**config.mk**
```make
export PLATFORM = sky130hd
export DESIGN_NAME = id_ex_stage_flat
export DESIGN_NICKNAME = d
export VERILOG_FILES = /design/src/rtl/id_ex_stage_if.sv /design/src/rtl/id_ex_stage.sv /design/src/flat_wrapper.sv
export SDC_FILE = /design/constraint.sdc
export NUM_CORES = 1
export LEC_CHECK = 0
export CAP_MARGIN = 20
export CORE_AREA = 2 2 165 167
export CTS_CLUSTER_DIAMETER = 60
export DETAILED_ROUTE_END_ITERATION = 10
export DIE_AREA = 0 0 167 169
export GPL_TIMING_DRIVEN = 0
export PLACE_DENSITY = 0.72
export SLEW_MARGIN = 15
export SYNTH_ARGS = -nofsm -noshare
export SYNTH_HDL_FRONTEND = slang
export SYNTH_SLANG_ARGS = --single-unit
```
**constraint.sdc**
```tcl
create_clock -name clk -period 4.3 [get_ports clk]
set_clock_uncertainty 0.2 [all_clocks]
set_input_delay 0.86 -clock clk [delete_from_list [all_inputs] [get_ports clk]]
set_output_delay 0.86 -clock clk [all_outputs]
set_load 0.02 [all_outputs]
```
**src/rtl/id_ex_stage_if.sv**
```systemverilog
// ============================================================================
// Module      : id_ex_stage_if
// Description : Decode-side, forwarding and ALU-side signals of the ID/EX stage.
// Revision    : 1.0 - initial release
// ============================================================================
`default_nettype none

interface id_ex_stage_if #(
  parameter int DATA_WIDTH = 32,
  parameter int REG_ADDR_W = 5
);
  logic                  flush;
  logic                  id_valid;
  logic                  id_ready;
  logic [3:0]            id_alu_op;
  logic [REG_ADDR_W-1:0] id_rs;
  logic [REG_ADDR_W-1:0] id_rt;
  logic [REG_ADDR_W-1:0] id_rd;
  logic [DATA_WIDTH-1:0] id_rs_data;
  logic [DATA_WIDTH-1:0] id_rt_data;
  logic [DATA_WIDTH-1:0] id_imm;
  logic                  id_use_imm;
  logic                  id_shamt_imm;
  logic [DATA_WIDTH-1:0] id_in3;
  logic [DATA_WIDTH-1:0] id_in4;
  logic                  id_sel;
  logic                  id_reg_write;
  logic                  id_mem_read;
  logic                  exmem_reg_write;
  logic [REG_ADDR_W-1:0] exmem_rd;
  logic [DATA_WIDTH-1:0] exmem_result;
  logic                  memwb_reg_write;
  logic [REG_ADDR_W-1:0] memwb_rd;
  logic [DATA_WIDTH-1:0] memwb_result;
  logic                  ex_valid;
  logic                  ex_ready;
  logic [3:0]            ex_alu_op;
  logic                  ex_sel;
  logic [DATA_WIDTH-1:0] ex_in1;
  logic [DATA_WIDTH-1:0] ex_in2;
  logic [DATA_WIDTH-1:0] ex_in3;
  logic [DATA_WIDTH-1:0] ex_in4;
  logic [REG_ADDR_W-1:0] ex_rd;
  logic                  ex_reg_write;
  logic                  ex_mem_read;
  logic [15:0]           stall_count;

  // Environment side: drives decode, forwarding sources and ALU readiness.
  modport master (
    output flush, id_valid, id_alu_op, id_rs, id_rt, id_rd, id_rs_data, id_rt_data,
           id_imm, id_use_imm, id_shamt_imm, id_in3, id_in4, id_sel, id_reg_write,
           id_mem_read, exmem_reg_write, exmem_rd, exmem_result, memwb_reg_write,
           memwb_rd, memwb_result, ex_ready,
    input  id_ready, ex_valid, ex_alu_op, ex_sel, ex_in1, ex_in2, ex_in3, ex_in4,
           ex_rd, ex_reg_write, ex_mem_read, stall_count
  );

  // Stage side.
  modport slave (
    input  flush, id_valid, id_alu_op, id_rs, id_rt, id_rd, id_rs_data, id_rt_data,
           id_imm, id_use_imm, id_shamt_imm, id_in3, id_in4, id_sel, id_reg_write,
           id_mem_read, exmem_reg_write, exmem_rd, exmem_result, memwb_reg_write,
           memwb_rd, memwb_result, ex_ready,
    output id_ready, ex_valid, ex_alu_op, ex_sel, ex_in1, ex_in2, ex_in3, ex_in4,
           ex_rd, ex_reg_write, ex_mem_read, stall_count
  );
endinterface

`default_nettype wire

```
**src/rtl/id_ex_stage.sv**
```systemverilog
// ============================================================================
// Module      : id_ex_stage
// Description : ID/EX pipeline register with forwarding, load-use stall and flush.
// Revision    : 1.0 - initial release
// ============================================================================
`default_nettype none

module id_ex_stage #(
  parameter int DATA_WIDTH = 32,
  parameter int REG_ADDR_W = 5
) (
  input  logic         clk,
  input  logic         reset,
  id_ex_stage_if.slave bus
);

  localparam logic [15:0] STALL_MAX = 16'hFFFF;

  typedef struct packed {
    logic [3:0]            op;
    logic                  sel;
    logic [REG_ADDR_W-1:0] rs;
    logic [REG_ADDR_W-1:0] rt;
    logic [REG_ADDR_W-1:0] rd;
    logic [DATA_WIDTH-1:0] rs_data;
    logic [DATA_WIDTH-1:0] rt_data;
    logic [DATA_WIDTH-1:0] imm;
    logic                  use_imm;
    logic                  shamt_imm;
    logic [DATA_WIDTH-1:0] in3;
    logic [DATA_WIDTH-1:0] in4;
    logic                  reg_write;
    logic                  mem_read;
  } entry_t;

  logic        valid_q, valid_d;
  entry_t      ent_q, ent_d;
  logic [15:0] stall_q, stall_d;

  logic                  luh;
  logic                  xfer;
  logic [DATA_WIDTH-1:0] fwd_rs;
  logic [DATA_WIDTH-1:0] fwd_rt;

  // A load in EX stalls any offered instruction that actually reads its rd.
  always_comb begin
    luh = valid_q && ent_q.mem_read && (ent_q.rd != '0) && bus.id_valid &&
          (((ent_q.rd == bus.id_rs) && !bus.id_shamt_imm) ||
           ((ent_q.rd == bus.id_rt) && !bus.id_use_imm));
  end

  assign bus.id_ready = !bus.flush && !luh && (!valid_q || bus.ex_ready);
  assign xfer         = bus.id_valid && bus.id_ready;

  always_comb begin
    valid_d = valid_q;
    ent_d   = ent_q;
    stall_d = stall_q;
    if (bus.flush) begin
      valid_d = 1'b0;
    end else if (xfer) begin
      valid_d         = 1'b1;
      ent_d.op        = bus.id_alu_op;
      ent_d.sel       = bus.id_sel;
      ent_d.rs        = bus.id_rs;
      ent_d.rt        = bus.id_rt;
      ent_d.rd        = bus.id_rd;
      ent_d.rs_data   = bus.id_rs_data;
      ent_d.rt_data   = bus.id_rt_data;
      ent_d.imm       = bus.id_imm;
      ent_d.use_imm   = bus.id_use_imm;
      ent_d.shamt_imm = bus.id_shamt_imm;
      ent_d.in3       = bus.id_in3;
      ent_d.in4       = bus.id_in4;
      ent_d.reg_write = bus.id_reg_write;
      ent_d.mem_read  = bus.id_mem_read;
    end else if (valid_q && bus.ex_ready) begin
      valid_d = 1'b0;
    end
    if (luh && !bus.flush && (stall_q != STALL_MAX)) begin
      stall_d = stall_q + 16'd1;
    end
  end

  always_ff @(posedge clk) begin
    if (reset) begin
      valid_q <= 1'b0;
      ent_q   <= '0;
      stall_q <= '0;
    end else begin
      valid_q <= valid_d;
      ent_q   <= ent_d;
      stall_q <= stall_d;
    end
  end

  // EX/MEM wins over MEM/WB; register 0 is hard-wired and never forwarded.
  always_comb begin
    fwd_rs = ent_q.rs_data;
    if (bus.exmem_reg_write && (bus.exmem_rd != '0) && (bus.exmem_rd == ent_q.rs)) begin
      fwd_rs = bus.exmem_result;
    end else if (bus.memwb_reg_write && (bus.memwb_rd != '0) && (bus.memwb_rd == ent_q.rs)) begin
      fwd_rs = bus.memwb_result;
    end
  end

  always_comb begin
    fwd_rt = ent_q.rt_data;
    if (bus.exmem_reg_write && (bus.exmem_rd != '0) && (bus.exmem_rd == ent_q.rt)) begin
      fwd_rt = bus.exmem_result;
    end else if (bus.memwb_reg_write && (bus.memwb_rd != '0) && (bus.memwb_rd == ent_q.rt)) begin
      fwd_rt = bus.memwb_result;
    end
  end

  assign bus.ex_valid     = valid_q;
  assign bus.ex_alu_op    = ent_q.op;
  assign bus.ex_sel       = ent_q.sel;
  assign bus.ex_in1       = ent_q.shamt_imm ? {{(DATA_WIDTH-5){1'b0}}, ent_q.imm[10:6]} : fwd_rs;
  assign bus.ex_in2       = ent_q.use_imm ? ent_q.imm : fwd_rt;
  assign bus.ex_in3       = ent_q.in3;
  assign bus.ex_in4       = ent_q.in4;
  assign bus.ex_rd        = ent_q.rd;
  assign bus.ex_reg_write = ent_q.reg_write;
  assign bus.ex_mem_read  = ent_q.mem_read;
  assign bus.stall_count  = stall_q;

endmodule

`default_nettype wire
```
**src/flat_wrapper.sv**
```systemverilog
// flat-port wrapper written by rule: the top's interface ports become plain ports
module id_ex_stage_flat 
#(
  parameter int DATA_WIDTH = 32,
  parameter int REG_ADDR_W = 5
)
  (clk, reset, bus_flush, bus_id_valid, bus_id_alu_op, bus_id_rs, bus_id_rt, bus_id_rd, bus_id_rs_data, bus_id_rt_data, bus_id_imm, bus_id_use_imm, bus_id_shamt_imm, bus_id_in3, bus_id_in4, bus_id_sel, bus_id_reg_write, bus_id_mem_read, bus_exmem_reg_write, bus_exmem_rd, bus_exmem_result, bus_memwb_reg_write, bus_memwb_rd, bus_memwb_result, bus_ex_ready, bus_id_ready, bus_ex_valid, bus_ex_alu_op, bus_ex_sel, bus_ex_in1, bus_ex_in2, bus_ex_in3, bus_ex_in4, bus_ex_rd, bus_ex_reg_write, bus_ex_mem_read, bus_stall_count);
  id_ex_stage_if #(.DATA_WIDTH(DATA_WIDTH), .REG_ADDR_W(REG_ADDR_W)) bus_i ();
  input  logic clk;
  input  logic reset;
  input wire logic [$bits(bus_i.flush)-1:0] bus_flush;
  input wire logic [$bits(bus_i.id_valid)-1:0] bus_id_valid;
  input wire logic [$bits(bus_i.id_alu_op)-1:0] bus_id_alu_op;
  input wire logic [$bits(bus_i.id_rs)-1:0] bus_id_rs;
  input wire logic [$bits(bus_i.id_rt)-1:0] bus_id_rt;
  input wire logic [$bits(bus_i.id_rd)-1:0] bus_id_rd;
  input wire logic [$bits(bus_i.id_rs_data)-1:0] bus_id_rs_data;
  input wire logic [$bits(bus_i.id_rt_data)-1:0] bus_id_rt_data;
  input wire logic [$bits(bus_i.id_imm)-1:0] bus_id_imm;
  input wire logic [$bits(bus_i.id_use_imm)-1:0] bus_id_use_imm;
  input wire logic [$bits(bus_i.id_shamt_imm)-1:0] bus_id_shamt_imm;
  input wire logic [$bits(bus_i.id_in3)-1:0] bus_id_in3;
  input wire logic [$bits(bus_i.id_in4)-1:0] bus_id_in4;
  input wire logic [$bits(bus_i.id_sel)-1:0] bus_id_sel;
  input wire logic [$bits(bus_i.id_reg_write)-1:0] bus_id_reg_write;
  input wire logic [$bits(bus_i.id_mem_read)-1:0] bus_id_mem_read;
  input wire logic [$bits(bus_i.exmem_reg_write)-1:0] bus_exmem_reg_write;
  input wire logic [$bits(bus_i.exmem_rd)-1:0] bus_exmem_rd;
  input wire logic [$bits(bus_i.exmem_result)-1:0] bus_exmem_result;
  input wire logic [$bits(bus_i.memwb_reg_write)-1:0] bus_memwb_reg_write;
  input wire logic [$bits(bus_i.memwb_rd)-1:0] bus_memwb_rd;
  input wire logic [$bits(bus_i.memwb_result)-1:0] bus_memwb_result;
  input wire logic [$bits(bus_i.ex_ready)-1:0] bus_ex_ready;
  output wire logic [$bits(bus_i.id_ready)-1:0] bus_id_ready;
  output wire logic [$bits(bus_i.ex_valid)-1:0] bus_ex_valid;
  output wire logic [$bits(bus_i.ex_alu_op)-1:0] bus_ex_alu_op;
  output wire logic [$bits(bus_i.ex_sel)-1:0] bus_ex_sel;
  output wire logic [$bits(bus_i.ex_in1)-1:0] bus_ex_in1;
  output wire logic [$bits(bus_i.ex_in2)-1:0] bus_ex_in2;
  output wire logic [$bits(bus_i.ex_in3)-1:0] bus_ex_in3;
  output wire logic [$bits(bus_i.ex_in4)-1:0] bus_ex_in4;
  output wire logic [$bits(bus_i.ex_rd)-1:0] bus_ex_rd;
  output wire logic [$bits(bus_i.ex_reg_write)-1:0] bus_ex_reg_write;
  output wire logic [$bits(bus_i.ex_mem_read)-1:0] bus_ex_mem_read;
  output wire logic [$bits(bus_i.stall_count)-1:0] bus_stall_count;
  assign bus_i.flush = bus_flush;
  assign bus_i.id_valid = bus_id_valid;
  assign bus_i.id_alu_op = bus_id_alu_op;
  assign bus_i.id_rs = bus_id_rs;
  assign bus_i.id_rt = bus_id_rt;
  assign bus_i.id_rd = bus_id_rd;
  assign bus_i.id_rs_data = bus_id_rs_data;
  assign bus_i.id_rt_data = bus_id_rt_data;
  assign bus_i.id_imm = bus_id_imm;
  assign bus_i.id_use_imm = bus_id_use_imm;
  assign bus_i.id_shamt_imm = bus_id_shamt_imm;
  assign bus_i.id_in3 = bus_id_in3;
  assign bus_i.id_in4 = bus_id_in4;
  assign bus_i.id_sel = bus_id_sel;
  assign bus_i.id_reg_write = bus_id_reg_write;
  assign bus_i.id_mem_read = bus_id_mem_read;
  assign bus_i.exmem_reg_write = bus_exmem_reg_write;
  assign bus_i.exmem_rd = bus_exmem_rd;
  assign bus_i.exmem_result = bus_exmem_result;
  assign bus_i.memwb_reg_write = bus_memwb_reg_write;
  assign bus_i.memwb_rd = bus_memwb_rd;
  assign bus_i.memwb_result = bus_memwb_result;
  assign bus_i.ex_ready = bus_ex_ready;
  assign bus_id_ready = bus_i.id_ready;
  assign bus_ex_valid = bus_i.ex_valid;
  assign bus_ex_alu_op = bus_i.ex_alu_op;
  assign bus_ex_sel = bus_i.ex_sel;
  assign bus_ex_in1 = bus_i.ex_in1;
  assign bus_ex_in2 = bus_i.ex_in2;
  assign bus_ex_in3 = bus_i.ex_in3;
  assign bus_ex_in4 = bus_i.ex_in4;
  assign bus_ex_rd = bus_i.ex_rd;
  assign bus_ex_reg_write = bus_i.ex_reg_write;
  assign bus_ex_mem_read = bus_i.ex_mem_read;
  assign bus_stall_count = bus_i.stall_count;
  id_ex_stage #(.DATA_WIDTH(DATA_WIDTH), .REG_ADDR_W(REG_ADDR_W)) u_core (.clk(clk), .reset(reset), .bus(bus_i));
endmodule
```
==> impl_results.md, run 1 <==
* Run status: complete, but fails checks
* Failing checks: setup timing
* Leak at 6.037 nW
* Slew @ Worst Pin at 0.8434 ns
* Drt pass-1 iters at 5
* Crit path max-delay cell type: clkdlybuf4s50_1
* P&R area growth vs syn at 57.07%
* TritonCTS clock tree: built
* GRT Overall Usage at 26.61%
* Crit path DAT at 3.34 ns
* Final worst hold slack at 0.2520 ns
* IO buf count at 422
* Clock Pin Slew Worst Setup and Hold Paths at 0.06 ns
* CTS sink count at 201
* Final setup viols at 8
* Synth Register Bits at 201
* Ys Warns at 0
* Fraction of layout cells with a size suffix above 1 at 14.11%
* Root Buffer: clkbuf_16
* Unrepaired setup endpoints after global routing: yes
* GR Util met2 at 46.31%
* CTS buffer count at 25
* Initial Util at 37.20%
* Crit path time final at 4.396 ns
* Fmax at 227.5 MHz
* Crit path cell chain: clkdlybuf4s50_1 > or4_4 > o21ai_4 > nor3_4 > buf_4 > mux2i_1 > a211oi_1 > a21o_1 > clkdlybuf4s15_2
* Critical path class: in2out
* Residual DRC at 0
* Full die area at 28,220 um^2
* Crit path buf inv count at 3
* Drt initial violations at 655
* R2R depth at 8
* Layout Nets at 2,000
* Worst Setup End Kind: output port
* Largest net degree at the start of global routing at 13
* Global-route wire length before repair at between 50,000 and 60,000 um
* Mux contribution to synthesized area at under 10%
* Fillers at 2,446
* Grt total ovfl at 0
* Total Wirelength at 39,200 um
* Hold path cells at 2
* Worst setup SP type: input pin
* Post-Syn Nets at 1,549
* DRT antenna net count at 0
* Vias in the first global route at 10,580
* GPL Wtd Cong at 0.8854
* Synth Area in Compound Gates at 19.10%
* Register area share after synthesis at 40.81%
* PD cells at 328.4 nW/um^2
* Mapped Area at 9859 um^2
* DR vias/cell at 5.059
* Syn Inst Count at 1,283
* Fin. Hold Viols at 0
* Final WS setup at -0.09594 ns
* Final Cycle Share at 102.2%
* H-tree level count at 1
* Max Buffers Root-to-Sink at 3
* Largest family of logic cells by synthesized area: simple AND/OR/NAND/NOR gates
* Worst r2r dst: u_core.ent_q[116]
* Count of cell types in the netlist at 35
* Max incr delay on CP at 0.56 ns
* Hold wc startpoint: u_core.ent_q[114]
* Die W at 167 um
* Busiest layer in global routing: met2
* I/O pins at 423
* Peak VDD IR at around 0.23 mV
* WP data required at 3.24 ns
* Family with the most delay on the worst path: buffers and inverters
* Synthesized area per cell at 7.685 um^2
* DR WL/cell at 18.69 um
* Met3 Usage GRT at 6.851%
* Core Region at between 20,000 and 30,000 um^2
* DR vias at 10,609
* HP Class: reg2reg
* Initial antenna violation count at 6
* Worst-path maximum fanout at 10
* Xor/xnor share of the synthesized area at 2.843%
* Relative slew slack at 43.78%
* Placement Setup Slack at -0.8128 ns
* Tot Pwr at 5.086 mW
* Grt met1 use at 31.70%
* Critical R2R Launch: u_core.bus.ex_rd[3]
* Hold worst-path end: u_core.ent_q[114]
* Synth Area in Simple Gates at 20.24%
* DP HPWL at 30,420 um
* Cell Rows at 60
* Adder-cell share of the synthesized area at 0.1269%
* Reg2reg setup slack at 1.56 ns
* Finished Core Util at 58.44%
* Max cap viols at 0
* Clk Latency, worst-skew pair at around 0.5 ns
* Max Transition Viols Final at 0
* Die Y at 169 um
==> layout by cell type, fill, tap and decap left out, types with 4 or more instances in the layout <==
master	n
a211oi_1	47
a211oi_2	16
a21o_1	37
a21oi_1	196
buf_2	47
buf_4	88
buf_6	5
clkbuf_1	42
clkbuf_16	25
clkbuf_2	14
clkbuf_8	5
clkdlybuf4s15_1	7
clkdlybuf4s15_2	21
clkdlybuf4s50_1	349
dfxtp_1	201
diode_2	6
dlygate4sd2_1	15
dlymetal6s2s_1	4
inv_1	4
mux2i_1	62
nand2_1	373
nand3_1	9
nand4_1	8
nor2_1	74
nor3_1	5
o21ai_0	5
o31ai_1	6
or3_1	6
or4_1	8
xnor2_1	23
xor2_1	9
==> synthesized netlist by cell type (all sizes together) <==
cell type	number	area share, %
a21o	37	2.8
inv	4	0.15
or3	6	0.38
nand3	11	0.66
nor2	74	2.8
mux2	2	0.23
nand2b	1	0.063
o21ai	7	0.39
o31ai	6	0.46
or4	9	0.69
mux2i	65	6.6
a21bo	1	0.10
and3	1	0.063
clkbuf	40	1.5
a211oi	65	4.9
xnor2	23	2.0
a21oi	196	9.9
ha	1	0.13
nor3b	2	0.15
o32ai	1	0.28
nand2	373	14
a21boi	2	0.15
nand4	8	0.51
nor4	1	0.063
xor2	9	0.80
nor3	7	0.46
nor2b	3	0.19
buf	127	8.4
dfxtp	201	41
==> how the worst max path moves through the flow <==
stage / start / endpoint / slack, ns / depth (start not counted)
floorplan: bus_exmem_rd[4] / bus_ex_in1[21] / 0.65 / 7
global placement: bus_exmem_rd[4] / bus_ex_in1[21] / -0.76 / 9
detailed placement: bus_exmem_rd[4] / bus_ex_in1[21] / -0.81 / 9
CTS: bus_exmem_rd[0] / bus_ex_in2[6] / -0.04 / 10
global route: bus_memwb_rd[4] / bus_ex_in2[7] / -0.11 / 9
finish: bus_memwb_rd[4] / bus_ex_in2[7] / -0.1 / 9
==> layer usage <==
metal	vias to the layer above	routed length, um
met5	-	0
met4	0	1529
met3	90	3281
met2	463	18880
met1	4906	15500
li1	5150	-
==> cell type report <==
| cell class | count | area (um^2) | area share [%] |
|---|---|---|---|
| inverters | 4 | 15.01 | 0.09695 |
| clock buffers | 33 | 705.7 | 4.557 |
| clock inverters | 10 | 137.6 | 0.8887 |
| repair buffers | 424 | 4141 | 26.74 |
| flip-flops and latches | 201 | 4024 | 25.98 |
| well taps | 341 | 426.7 | 2.755 |
| multi-input cells | 911 | 4989 | 32.21 |
| diodes | 6 | 15.01 | 0.09695 |
| plain buffers | 167 | 1032 | 6.666 |
==> tightest hold or removal path: cells and delay by family, from the launching register on <==
kind | cells | cell delay (ns)
AND/OR/NAND/NOR | 1 | 0.05
flip-flops | 1 | 0.31
AO/OA/AOI/OAI | 1 | 0.05
==> metrics by stage <==
| step | cells | TNS [ns] | cell area (um^2) |
|---|---|---|---|
| final | 2097 | -0.3728 | 15490 |
| after global routing | 2095 | -0.8592 | 15480 |
| after CTS | 2090 | -0.4979 | 15470 |
| after detailed placement | 2046 | -31.86 | 14510 |
| after global placement | 2046 | -30.75 | 14510 |
| after floorplan | 1283 | 0 | 9859 |
==> report_power, final <==
| part | switching, mW | internal [mW] |
|---|---|---|
| clock network | 0.828 | 1.33 |
| logic | 0.447 | 0.487 |
| registers | 0.0513 | 1.94 |
==> sequential cells by signal, summed over array words and instances (netlist names) <==
signal                   flops
u_core.bus.ex_alu_op         4
u_core.bus.ex_in3           32
u_core.bus.ex_in4           32
u_core.bus.ex_mem_read       1
u_core.bus.ex_rd             5
u_core.bus.ex_reg_write      1
u_core.bus.ex_sel            1
u_core.bus.ex_valid          1
u_core.bus.stall_count      16
u_core.ent_q               108
==> logic make-up after synthesis <==
| family | after synthesis |
|---|---|
| mux | 67 |
| flops | 201 |
| fa+ha+maj | 1 |
| buf+inv | 171 |
| compound gates | 315 |
| xor+xnor | 32 |
| simple gates | 496 |
==> what timing repair did <==
action                     4_1_cts  5_1_grt
pin swaps                        2        4
hold buffers                     0        0
cloned                           0        1
resized for setup              211       40
setup buffers                    1        0
setup endpoints to repair       64       64
Note: power is estimated with default switching activity, not from simulation.
==> run 2, diff against run 1 <==
--- a/config.mk
+++ b/config.mk
@@ -7,9 +7,10 @@
 export LEC_CHECK = 0
 export CAP_MARGIN = 20
 export CORE_AREA = 2 2 165 167
-export CTS_CLUSTER_DIAMETER = 60
+export CTS_CLUSTER_DIAMETER = 50
 export DETAILED_ROUTE_END_ITERATION = 10
 export DIE_AREA = 0 0 167 169
+export GPL_ROUTABILITY_DRIVEN = 0
 export GPL_TIMING_DRIVEN = 0
 export PLACE_DENSITY = 0.72
 export SLEW_MARGIN = 15
==> impl_results.md, run 2 (synthesis results as in run 1) <==
* Clock Pin Slew Worst Setup and Hold Paths at 0.05 ns (about the same)
* H-tree level count at 1 (unchanged)
* Total Wirelength at 39,130 um (-0.18%)
* Run status: completed
* Fmax at 240.9 MHz (+5.9%)
* Slew @ Worst Pin at 0.8181 ns (-0.02524 ns)
* Worst setup SP type: input pin
* Unrepaired setup endpoints after global routing: no
* Core Region at 26,500 um^2 (unchanged)
* Fraction of layout cells with a size suffix above 1 at 14.09% (-0.023 points)
* Max Buffers Root-to-Sink at 3 (unchanged)
* Max cap viols at 0 (unchanged)
* Tot Pwr at 5.316 mW (+4.5%)
* HP Class: reg2reg
* Leading cell type in the layout, fill and taps excluded: nand2_1
* Critical path class: in2out
* Layout Nets at 2,007 (+0.35%)
* IO buf count at 422 (unchanged)
* Most frequent cells in the layout: 373 x nand2_1, 348 x clkdlybuf4s50_1, 201 x dfxtp_1, 196 x a21oi_1, 90 x buf_4
* Max incr delay on CP at 0.55 ns (about the same)
* Root Buffer: clkbuf_16
* Largest net degree at the start of global routing at 14 (+1)
* Full die area at 28,220 um^2 (unchanged)
* Final std cells w/o fill at 2,106 (+0.43%)
* Clk Latency, worst-skew pair at 0.53 ns (+0.02 ns)
* Max Transition Viols Final at 0 (unchanged)
* Die W at 167 um (unchanged)
* Fillers at 2,401 (-1.8%)
* Grt total ovfl at 0 (unchanged)
* Largest register FFs at 108 (unchanged)
* TritonCTS clock tree: built
* Die Y at 169 um (unchanged)
* Initial Util at 37.20% (unchanged)
* WP data required at 3.24 ns (about the same)
* Cell Rows at 60 (unchanged)
* Residual DRC at 0 (unchanged)
* Drt initial violations at 645 (-1.5%)
* Initial antenna violation count at 5 (-1)
* Cell total after placement at 2,046 (unchanged)
* Final Cycle Share at 96.53% (-5.7 points)
* Global-route wire length before repair at 59,510 um (+0.34%)
* Drt pass-1 iters at 6 (+1)
* GRT Overall Usage at 26.68% (+0.069 points)
* PD cells at 338.9 nW/um^2 (+3.2%)
* Crit path DAT at 3.09 ns (-0.25 ns)
* Placement Setup Slack at -0.8128 ns (unchanged)
* Family with the most delay on the worst path: buffers and inverters
* P&R area growth vs syn at 59.09%
* Area occupied by multi-input gates at 4960 um^2 (-0.58%)
* CTS buffer count at 29 (+16%)
* DR vias/cell at 5.062 (about the same)
* Crit path buf inv count at 4 (+1)
* DRT antenna net count at 0 (unchanged)
* Biggest register: u_core.ent_q
* Fin. Hold Viols at 0 (unchanged)
* Final WS setup at 0.1494 ns (+0.2453 ns)
* Crit path cell chain: dlygate4sd2_1 > or4_4 > o21ai_4 > nor3_4 > buf_12 > buf_6 > mux2i_1 > a211oi_1 > a21o_1 > clkdlybuf4s15_2
* DR WL/cell at 18.58 um (-0.61%)
* Worst-path maximum fanout at 10 (unchanged)
* Hold-fix buffers, CTS at 0 (unchanged)
* Crit path max-delay cell type: or4_4
* Worst Setup End Kind: output port
* Peak VDD IR at 0.2814 mV (+20%)
* FF+latch area at 4024 um^2 (unchanged)
* Crit path time final at 4.151 ns (-0.2453 ns)
* Leak at 6.090 nW (+0.89%)
* I/O pins at 423 (unchanged)
* DR vias at 10,661 (+0.49%)
* Final worst hold slack at 0.2529 ns (+0.0009050 ns)
* CTS sink count at 201 (unchanged)
* Final setup viols at 0 (-8)
* DP HPWL at 30,420 um (unchanged)
* Vias in the first global route at 10,661 (+0.77%)
* Relative slew slack at 45.46% (+1.7 points)
[run 2: per-stage QoR]
stage          utilization (%)  setup TNS, ns  cell area (um^2)
6_report                 59.19              0             15690
2_1_floorplan                -              0              9859
3_3_place_gp             54.75         -30.75             14510
3_5_place_dp             54.75         -31.86             14510
5_1_grt                  59.17              0             15680
4_1_cts                  59.05      -0.007074             15650
[run 2: worst paths after layout]
check | startpoint | to | slack (ns) | cells past startpoint
worst min register to register | u_core.bus.ex_in3[9] | u_core.bus.ex_in3[9] | 0.25 | 2
worst min-delay path | u_core.bus.ex_in3[9] | u_core.bus.ex_in3[9] | 0.25 | 2
worst max register to register | u_core.bus.ex_rd[3] | u_core.ent_q[116] | 1.56 | 8
worst max-delay path | bus_memwb_rd[0] | bus_ex_in2[28] | 0.15 | 10
[run 2: tightest hold or removal path: stages, from the launching register on]
cell and delay (ns):
dfxtp_1 0.30, nand2_1 0.05, a21oi_1 0.05
[run 2: repair_timing]
action / CTS / global route
buffers inserted: 2 / 2
resized for setup: 242 / 15
cloned: 1 / 0
pin swaps: 6 / 2
endpoints found under the setup margin: 64 / 62
[run 2: cell type report]
type	count	area share, %
buffer	167	6.661
tap	341	2.720
sequential	201	25.65
clock inverter	14	1.213
antenna	5	0.07977
clock buffer	36	4.922
multi-input combinational	911	31.62
inverter	4	0.09572
timing repair buffer	427	27.03
[run 2: where the power goes]
group	switching (mW)	internal [mW]	total [mW]
registers	0.0514	1.94	2.00
clock network	0.876	1.51	2.38
logic	0.446	0.491	0.937
[run 2: per-layer routing]
metal | wire, um | track usage [%] | up-vias
li1 | - | - | 5175
met1 | 15530 | 31.40 | 4945
met2 | 18820 | 46.75 | 452
met3 | 3374 | 6.944 | 89
met4 | 1404 | 9.858 | 0
met5 | 0 | 0 | -
==> run 3, diff against run 2 <==
--- a/config.mk
+++ b/config.mk
@@ -6,13 +6,15 @@
 export NUM_CORES = 1
 export LEC_CHECK = 0
 export CAP_MARGIN = 20
-export CORE_AREA = 2 2 165 167
+export CELL_PAD_IN_SITES_DETAIL_PLACEMENT = 1
+export CELL_PAD_IN_SITES_GLOBAL_PLACEMENT = 1
+export CORE_MARGIN = 2
+export CORE_UTILIZATION = 32
 export CTS_CLUSTER_DIAMETER = 50
 export DETAILED_ROUTE_END_ITERATION = 10
-export DIE_AREA = 0 0 167 169
 export GPL_ROUTABILITY_DRIVEN = 0
 export GPL_TIMING_DRIVEN = 0
-export PLACE_DENSITY = 0.72
+export PLACE_DENSITY_LB_ADDON = 0.1
 export SLEW_MARGIN = 15
 export SYNTH_ARGS = -nofsm -noshare
 export SYNTH_HDL_FRONTEND = slang
==> impl_results.md, run 3 (synthesis results as in run 1) <==
* Leading cell type in the layout, fill and taps excluded: nand2_1
* DP HPWL at 33,090 um (+8.8%)
* Placed cell area at 14,580 um^2 (+0.47%)
* Slew @ Worst Pin at 0.8635 ns (+0.04533 ns)
* Largest net degree at the start of global routing at 12 (-2)
* Largest register FFs at 108 (unchanged)
* Post-route cell area at 15,970 um^2 (+1.8%)
* Worst Setup End Kind: output port
* Global-route wire length before repair at 65,870 um (+11%)
* P&R area growth vs syn at 61.95%
* Clock Pin Slew Worst Setup and Hold Paths at 0.05 ns (about the same)
* Area occupied by multi-input gates at 4955 um^2 (-0.10%)
* GRT Overall Usage at 25.92% (-0.76 points)
* Fin. Hold Viols at 0 (unchanged)
* Cell total after placement at 2,101 (+2.7%)
* Full die area at 32,230 um^2 (+14%)
* Vias in the first global route at 11,356 (+6.5%)
* Fraction of layout cells with a size suffix above 1 at 14.76% (+0.67 points)
* Max Buffers Root-to-Sink at 3 (unchanged)
* Worst setup SP type: input pin
* Initial antenna violation count at 11 (+6)
* DR vias at 10,757 (+0.90%)
* Leak at 6.179 nW (+1.5%)
* Hold-fix buffers, CTS at 0 (unchanged)
* Layout Nets at 2,009 (+0.10%)
* Critical path class: in2out
* Total Wirelength at 43,170 um (+10%)
* Initial Util at 32.40% (-4.8 points)
* Fmax at 236.3 MHz (-1.9%)
* Unrepaired setup endpoints after global routing: no
* Max Transition Viols Final at 0 (unchanged)
* Crit path time final at 4.231 ns (+0.08060 ns)
* Biggest register: u_core.ent_q
* Max cap viols at 0 (unchanged)
* Drt initial violations at 435 (-33%)
* Grt total ovfl at 0 (unchanged)
* Die W at 179.5 um (+7.5%)
* Reg2reg setup slack at 1.39 ns (-0.17 ns)
* Relative slew slack at 42.44% (-3.0 points)
* FF+latch area at 4024 um^2 (unchanged)
* DRT antenna net count at 0 (unchanged)
* HP Class: reg2reg
* Run status: completed
* Final Cycle Share at 98.40% (+1.9 points)
* DR WL/cell at 19.88 um (+7.0%)
* Final setup viols at 0 (unchanged)
* Root Buffer: clkbuf_16
* Die Y at 179.5 um (+6.2%)
* PD cells at 363.7 nW/um^2 (+7.3%)
* CTS sink count at 201 (unchanged)
* I/O pins at 423 (unchanged)
* CTS buffer count at 35 (+21%)
* Core Region at 30,430 um^2 (+15%)
* IO buf count at 422 (unchanged)
* H-tree level count at 2 (+1)
* Peak VDD IR at 0.2110 mV (-25%)
* Cell Rows at 64 (+6.7%)
* Most frequent cells in the layout: 373 x nand2_1, 349 x clkdlybuf4s50_1, 201 x dfxtp_1, 196 x a21oi_1, 85 x buf_4
* Tot Pwr at 5.807 mW (+9.3%)
* Residual DRC at 0 (unchanged)
* WP data required at 3.24 ns (about the same)
* Drt pass-1 iters at 4 (-2)
* Clk Latency, worst-skew pair at 0.50 ns (-0.03 ns)
* TritonCTS clock tree: built
* Crit path DAT at 3.17 ns (+0.08 ns)
* DR vias/cell at 4.953 (-2.2%)
* Final std cells w/o fill at 2,172 (+3.1%)
* Worst-path maximum fanout at 10 (unchanged)
* Fillers at 3,617 (+51%)
run 3: changes by cell type in the layout (fill, tap and decap cells not counted), moves of 5 or more:
cell             before  now
dlygate4sd2_1        15    5
clkbuf_16            29   37
clkdlybuf4s15_2      30   36
buf_4                90   85
run 3: path summary, 6_finish.rpt:
path              depth (start not counted)              endpoint                  from
setup / recovery                          9        bus_ex_in2[19]       bus_memwb_rd[4]
hold / removal                            2  u_core.bus.ex_in3[4]  u_core.bus.ex_in3[4]
setup reg to reg                          8     u_core.ent_q[102]   u_core.bus.ex_rd[3]
hold reg to reg                           2  u_core.bus.ex_in3[4]  u_core.bus.ex_in3[4]
run 3: per-stage QoR:
stage	TNS [ns]	hold WS (ns)	setup WS [ns]	util [%]
2_1_floorplan	0	0.2357	0.6505	-
3_3_place_gp	-35.24	0.2410	-1.013	47.91
3_5_place_dp	-38.55	0.2474	-1.099	47.91
4_1_cts	-0.1422	0.2546	-0.06727	52.36
5_1_grt	0	0.2667	0.02261	52.46
6_report	0	0.2519	0.06876	52.48
run 3: cell type report:
class | count | share of cell area, %
multi-input combinational | 911 | 31.03
timing repair buffer | 423 | 26.33
inverter | 4 | 0.09403
clock inverter | 14 | 1.222
sequential | 201 | 25.20
clock buffer | 48 | 6.308
tap | 396 | 3.103
buffer | 167 | 6.590
antenna | 8 | 0.1254
run 3: where the power goes:
| group | internal, mW | switching [mW] |
|---|---|---|
| clock | 1.88 | 0.979 |
| combinational | 0.491 | 0.456 |
| sequential | 1.95 | 0.0515 |
run 3: per-layer routing:
layer / up-vias / global-route usage, % / wire, um
met3: 79 / 6.726 / 2662
met5: - / 0 / 34
li1: 5190 / - / -
met1: 5140 / 30.66 / 18100
met2: 342 / 45.36 / 21000
met4: 6 / 8.911 / 1373
run 3: what timing repair did:
action	CTS	global route
gates cloned	0	0
pin swaps	5	5
gates resized for setup	262	12
setup endpoints to repair	64	64
buffers inserted	1	0
run 3: critical path: stages:
cell	delay [ns]
clkdlybuf4s50_1	0.48
or4_4	0.46
o21ai_4	0.22
nor3_4	0.11
buf_6	0.18
mux2i_1	0.14
a211oi_2	0.30
a21o_1	0.15
clkdlybuf4s15_2	0.26
